**src/rtl/mem_access_controller.sv**
```systemverilog
// SRAM access sequencer: turns memory-stage read/write commands into
// async SRAM strobe sequences with configurable wait states.
module mem_access_controller #(
  parameter int unsigned READ_WAIT  = 1,
  parameter int unsigned WRITE_WAIT = 1,
  parameter logic [15:0] IDLE_ADDR  = 16'hFFFF
) (
  input  logic        clk,
  input  logic        rst,
  input  logic [1:0]  memControl,
  input  logic [15:0] memAddr,
  input  logic [15:0] memDataIn,
  output logic [15:0] memDataOut,
  output logic        busy,
  output logic        done,
  output logic [15:0] ramAddr,
  output logic [15:0] ramDataOut,
  output logic        ramDataOe,
  input  logic [15:0] ramDataIn,
  output logic        ramCe_n,
  output logic        ramOe_n,
  output logic        ramWe_n
);

  typedef enum logic [2:0] {
    S_IDLE,
    S_RD,
    S_WR_SETUP,
    S_WR_PULSE,
    S_WR_HOLD,
    S_DONE
  } state_t;

  localparam logic [3:0] RD_LOAD = 4'(READ_WAIT - 1);
  localparam logic [3:0] WR_LOAD = 4'(WRITE_WAIT - 1);

  state_t      state_q, state_d;
  logic [3:0]  cnt_q, cnt_d;
  logic [15:0] addr_q, addr_d;
  logic [15:0] wdata_q, wdata_d;
  logic [15:0] dout_q, dout_d;
  logic        done_q, done_d;
  logic [15:0] ram_addr_q, ram_addr_d;
  logic [15:0] ram_dout_q, ram_dout_d;
  logic        ram_doe_q, ram_doe_d;
  logic        ce_q, ce_d;
  logic        oe_q, oe_d;
  logic        we_q, we_d;

  always_comb begin
    state_d = state_q;
    cnt_d   = (cnt_q != 4'd0) ? cnt_q - 4'd1 : 4'd0;
    addr_d  = addr_q;
    wdata_d = wdata_q;
    dout_d  = dout_q;
    unique case (state_q)
      S_IDLE: begin
        if (memControl == 2'b10) begin
          addr_d  = memAddr;
          cnt_d   = RD_LOAD;
          state_d = S_RD;
        end else if (memControl == 2'b01) begin
          addr_d  = memAddr;
          wdata_d = memDataIn;
          state_d = S_WR_SETUP;
        end
      end
      S_RD: begin
        if (cnt_q == 4'd0) begin
          dout_d  = ramDataIn;
          state_d = S_DONE;
        end
      end
      S_WR_SETUP: begin
        cnt_d   = WR_LOAD;
        state_d = S_WR_PULSE;
      end
      S_WR_PULSE: begin
        if (cnt_q == 4'd0) state_d = S_WR_HOLD;
      end
      S_WR_HOLD: state_d = S_DONE;
      S_DONE:    state_d = S_IDLE;
      default:   state_d = S_IDLE;
    endcase
  end

  // Pin values are decoded from the next state so every pin is a flop.
  always_comb begin
    ce_d       = 1'b1;
    oe_d       = 1'b1;
    we_d       = 1'b1;
    ram_doe_d  = 1'b0;
    ram_addr_d = IDLE_ADDR;
    ram_dout_d = ram_dout_q;
    done_d     = 1'b0;
    unique case (state_d)
      S_RD: begin
        ce_d       = 1'b0;
        oe_d       = 1'b0;
        ram_addr_d = addr_d;
      end
      S_WR_SETUP, S_WR_PULSE, S_WR_HOLD: begin
        ce_d       = 1'b0;
        we_d       = (state_d != S_WR_PULSE);
        ram_doe_d  = 1'b1;
        ram_addr_d = addr_d;
        ram_dout_d = wdata_d;
      end
      S_DONE:  done_d = 1'b1;
      default: ;
    endcase
  end

  always_ff @(posedge clk) begin
    if (rst) begin
      state_q    <= S_IDLE;
      cnt_q      <= 4'd0;
      addr_q     <= 16'h0000;
      wdata_q    <= 16'h0000;
      dout_q     <= 16'h0000;
      done_q     <= 1'b0;
      ram_addr_q <= IDLE_ADDR;
      ram_dout_q <= 16'h0000;
      ram_doe_q  <= 1'b0;
      ce_q       <= 1'b1;
      oe_q       <= 1'b1;
      we_q       <= 1'b1;
    end else begin
      state_q    <= state_d;
      cnt_q      <= cnt_d;
      addr_q     <= addr_d;
      wdata_q    <= wdata_d;
      dout_q     <= dout_d;
      done_q     <= done_d;
      ram_addr_q <= ram_addr_d;
      ram_dout_q <= ram_dout_d;
      ram_doe_q  <= ram_doe_d;
      ce_q       <= ce_d;
      oe_q       <= oe_d;
      we_q       <= we_d;
    end
  end

  assign busy       = (state_q != S_IDLE);
  assign done       = done_q;
  assign memDataOut = dout_q;
  assign ramAddr    = ram_addr_q;
  assign ramDataOut = ram_dout_q;
  assign ramDataOe  = ram_doe_q;
  assign ramCe_n    = ce_q;
  assign ramOe_n    = oe_q;
  assign ramWe_n    = we_q;

endmodule

```
**config.mk**
```make
export PLATFORM = sky130hd
export DESIGN_NAME = mem_access_controller
export DESIGN_NICKNAME = d
export VERILOG_FILES = /design/src/rtl/mem_access_controller.sv
export SDC_FILE = /design/constraint.sdc
export NUM_CORES = 1
export LEC_CHECK = 0
export ABC_AREA = 1
export CAP_MARGIN = 20
export CORE_MARGIN = 3
export CORE_UTILIZATION = 35
export CTS_CLUSTER_DIAMETER = 200
export DETAILED_ROUTE_END_ITERATION = 16
export PLACE_DENSITY = 0.67
export SYNTH_ARGS = -nofsm -noshare
export SYNTH_HDL_FRONTEND = slang
export SYNTH_SLANG_ARGS = --single-unit
```
**constraint.sdc**
```tcl
create_clock -name clk -period 1.4 [get_ports clk]
set_input_delay 0.28 -clock clk [delete_from_list [all_inputs] [get_ports clk]]
set_output_delay 0.28 -clock clk [all_outputs]
set_load 0.05 [all_outputs]
```
# == After elaboration in Yosys (flattened, before gate mapping) ==
# Cells that the tools add are included.
# W data, S select, Z words.
# classes
n_reduce_logical,9
n_eq_ne,12
n_mux,18
n_bitwise,2
add_sub_neg,1
# op_table
op,n
$mux W16,6
$pmux W3 S5,1
$eq A3 B2 Y1 const B,4
$mux W3,4
$eq A3 B3 Y1 const B,3
$mux W4,2
$pmux W4 S2,1
$eq A3 B1 Y1 const B,2
$logic_not A4 Y1,1
$mux W1,4
$reduce_bool A4 Y1,1
$reduce_or A2 Y1,2
$reduce_or A4 Y1,1
$sub A4 B1 Y4 const B,1
$logic_not A3 Y1,1
$ne A3 B2 Y1 const B,1
$reduce_bool A3 Y1,1
$reduce_or A3 Y1,1
$eq A2 B1 Y1 const B,1
$eq A2 B2 Y1 const B,1
$not A1 Y1,2
$reduce_and A2 Y1,1
# word_totals
ff_bits,92
in_bits,52

# == Longest topological paths before layout ==
# depth
depth_word,8
ltp_mapped,10

# == Least setup slack after synthesis ==
# No wires, ideal clock.
# synth_path
path_kind,register to output
from,register state_q[2]
to,output port busy
path_buffers,1
stages_incl_launch_ff,6
path_slack_ns,-0.015
arrival_ns,1.135
t_required_ns,1.120
cell_sequence,dfxtp_1 -> nor2_4 -> inv_2 -> nor2_4 -> buf_4 -> inv_1
# synth_via
elab_chain_cells,1
# synth_rtl
item,line_no,rtl
start: declaration,37,"state_t state_q, state_d;"
start signal: assignment,129,state_q <= state_d;
$reduce_bool A3 Y1,144,assign busy = (state_q != S_IDLE);
end: declaration,14,"output logic busy,"
# No other way between the ends.

# == Final worst setup path ==
# layout_path
from,register state_q[0]
to,output port busy
# The elaborated chain is that of the path after synthesis.

==> qor.yml <==
worst-setup-path-type: "reg2out"
cp.required_ns: 1.12
slowest_delay_ns: 0.37
grt_remaining_overflow: 0
start_util_pct: 36.8
crit_start: "state_q[0]"
async_reset_ff_share_pct: 0
finalCritPeriodShare_pct: 119
core_um2: 8930
post_dp_cell_area_um2: 5150
numCtsBuffers: 9
setup_slack_ns: -0.261
rrSetupSlack_ns: -0.21
gp_congestion: 0.776
cpMostUsedCell: "nor2_4"
cts_tree: "built"
slew_violations: 0
antennaDiodeCount: 0
synthDominantCellAreaShare_pct: 56.0
ys_seq_area_share_pct: 56.0
io_pins: 106
synth_common_cells: "93 x nor2_1, 92 x dfxtp_1, 63 x nand2_1"
syn2layout_area_growth_pct: 86.7
finalSetupViolCount: 57
status: "complete, but fails checks"
grt_pass1_wl_mm: 15.5
die_h_um: 103
r2r-start: "state_q[0]"
min_path_type: "in2reg"
die_x_um: 103
routed_wirelength_mm: 11.2
cts_buffer_depth: 2
fmax_mhz: 602
period_needed_ns: 1.66
grt_setup_unrepaired: "yes"
cts-htree-levels: 3
hold_ws_ns: 0.452
reg2regPathDepth: 9
worstMarginPinSlew_ns: 0.353
synth_nets: 467
dr.pass1.iters: 4
routedWlPerCell_um: 16.7
cp_cell_sequence: "nor2_4, inv_2, nor2_4, buf_12, clkinvlp_4, buf_6"
antenna_found_initial: 0
grt_pass1_vias: 3267
route.vias.total: 3347
ir_worst_vdd_mv: 0.940
synth_cell_types: 22
path_max_fanout: 2
rows: 34
violations: "setup timing"
r2r-end: "ramAddr[6]"
ys_warn_count: 0
cp_slowest_cell: "dfxtp_4"
final_hold_viol_count: 0
arrival_ns: 1.38
synth-seq-cells: 92
p_per_area_nw_per_um2: 1950
setup.worst_path.end: "busy"
drtIter0Drc: 132
avgSynthCellArea_um2: 7.92
layout-drive-gt1-share_pct: 37.3
antenna_left: 0
post-route-cell-area_um2: 6140
start_kind: "flop"
synth_top_cell_by_area: "dfxtp_1"
worstSkewPairLatency_ns: 0.36
nets: 607
cts_root_buf: "clkbuf_8"
fp.dieArea_um2: 10600
cts.clk_slew.worst_paths_ns: 0.10
grt_max_degree: 33
yosysMostFrequentCell: "nor2_1"
synth_area_leaders: "dfxtp_1 56%, nor2_1 11%, nand2_1 7.2%"
hold_buffers: 0
ys.flop_type: "dfxtp_1"
synth_edf_count: 0
viasPerCell: 5.01
p_leak_nw: 2.64
synth_cells: 415
io_buffers: 105
max_slew_margin_pct: 76.4
cp-end-kind: "output port"
synth_area_um2: 3290
finalClockSkew_ns: 0.0162
route.detailed.drc: 0
max-cap-violations: 0
cts_num_sinks: 92
hpwl_mm: 6.42
grt_use_total_pct: 18.9
==> cell type report <==
cell class                      count  area [um2]
Tap cell                          108         135
Clock buffer                        9         124
Timing Repair Buffer              146        2110
Clock inverter                      7        73.8
Fill cell                         637        2800
Timing Repair inverter              1        8.76
Inverter                           28         126
Sequential cell                    92        1850
Multi-Input combinational cell    277        1710
==> sequential cells by signal, summed over array words and instances (netlist names) <==
name,count
addr_q,16
cnt_q,4
done,1
memDataOut,16
ramAddr,16
ramCe_n,1
ramDataOe,1
ramDataOut,16
ramOe_n,1
ramWe_n,1
state_q,3
wdata_q,16
==> worst min path at each step <==
stage,startpoint,slack [ns],endpoint,depth (start not counted)
floorplan,ramDataIn[0],0.41,memDataOut[0],2
global placement,wdata_q[4],0.46,wdata_q[4],2
detailed placement,wdata_q[15],0.46,wdata_q[15],2
CTS,wdata_q[4],0.48,wdata_q[4],2
global route,memControl[0],0.46,ramWe_n,4
finish,memControl[0],0.45,ramWe_n,4
==> cell usage in the layout (no fill, tap or decap), drive strengths merged <==
master         instances
nor2                  98
dfxtp                 92
buf                   90
nand2                 68
o21ai                 54
clkdlybuf4s50         50
nand3                 37
inv                   29
a21oi                 18
clkbuf                14
clkinv                 4
clkinvlp               2
a211oi                 1
nor3                   1
bufinv                 1
dlymetal6s2s           1
==> kinds of logic (layout without fill, tap and decap cells) <==
family | after synthesis | count (layout) | synth area share (%)
AOI/OAI and AO/OA | 73 | 73 | 11.5
buffers and inverters | 48 | 191 | 6.74
DFF | 92 | 92 | 56.0
and+or+nand+nor | 202 | 204 | 25.7
==> worst max-delay path, delay by kind of cell (launching register included) <==
family / cells / cell delay (ns)
buf+inv: 4 / 0.41
flops: 1 / 0.37
simple gates: 2 / 0.23
==> stage by stage <==
step	cells	util [%]	power, mW	TNS (ns)	worst slack (ns)
final	668	68.7	12.0	-8.08	-0.261
after global routing	668	68.7	12.5	-12.22	-0.317
after CTS	659	62.9	11.1	-4.57	-0.233
after detailed placement	632	57.6	8.75	-20.20	-0.380
after global placement	632	57.6	8.66	-17.73	-0.322
after floorplan	415	-	6.19	-0.00692	-0.00692
==> metal layers <==
| metal | vias up | routed length, um | GRT usage (%) | part of all wire [%] |
|---|---|---|---|---|
| met4 | 0 | 267 | 5.58 | 2.4 |
| met3 | 22 | 751 | 6.56 | 6.7 |
| li1 | 1613 | - | - | - |
| met5 | - | 0 | 0 | 0 |
| met2 | 115 | 5860 | 33.5 | 53 |
| met1 | 1597 | 4270 | 21.4 | 38 |
==> power by group <==
| group | total, mW | leakage (nW) | internal (mW) | switching, mW |
|---|---|---|---|---|
| Clock | 1.79 | 0.100 | 0.835 | 0.957 |
| Combinational | 6.54 | 1.79 | 3.04 | 3.50 |
| Sequential | 3.66 | 0.758 | 3.18 | 0.473 |
| Total | 12.0 | 2.64 | 7.06 | 4.93 |
==> timing repair <==
action                                  CTS  global route
buffers inserted                          6             6
endpoints found under the setup margin   36            76
resized for setup                        39           103
pin swaps                                 3            19
gates cloned                              5             4
Power figures use the tool's default switching activity.
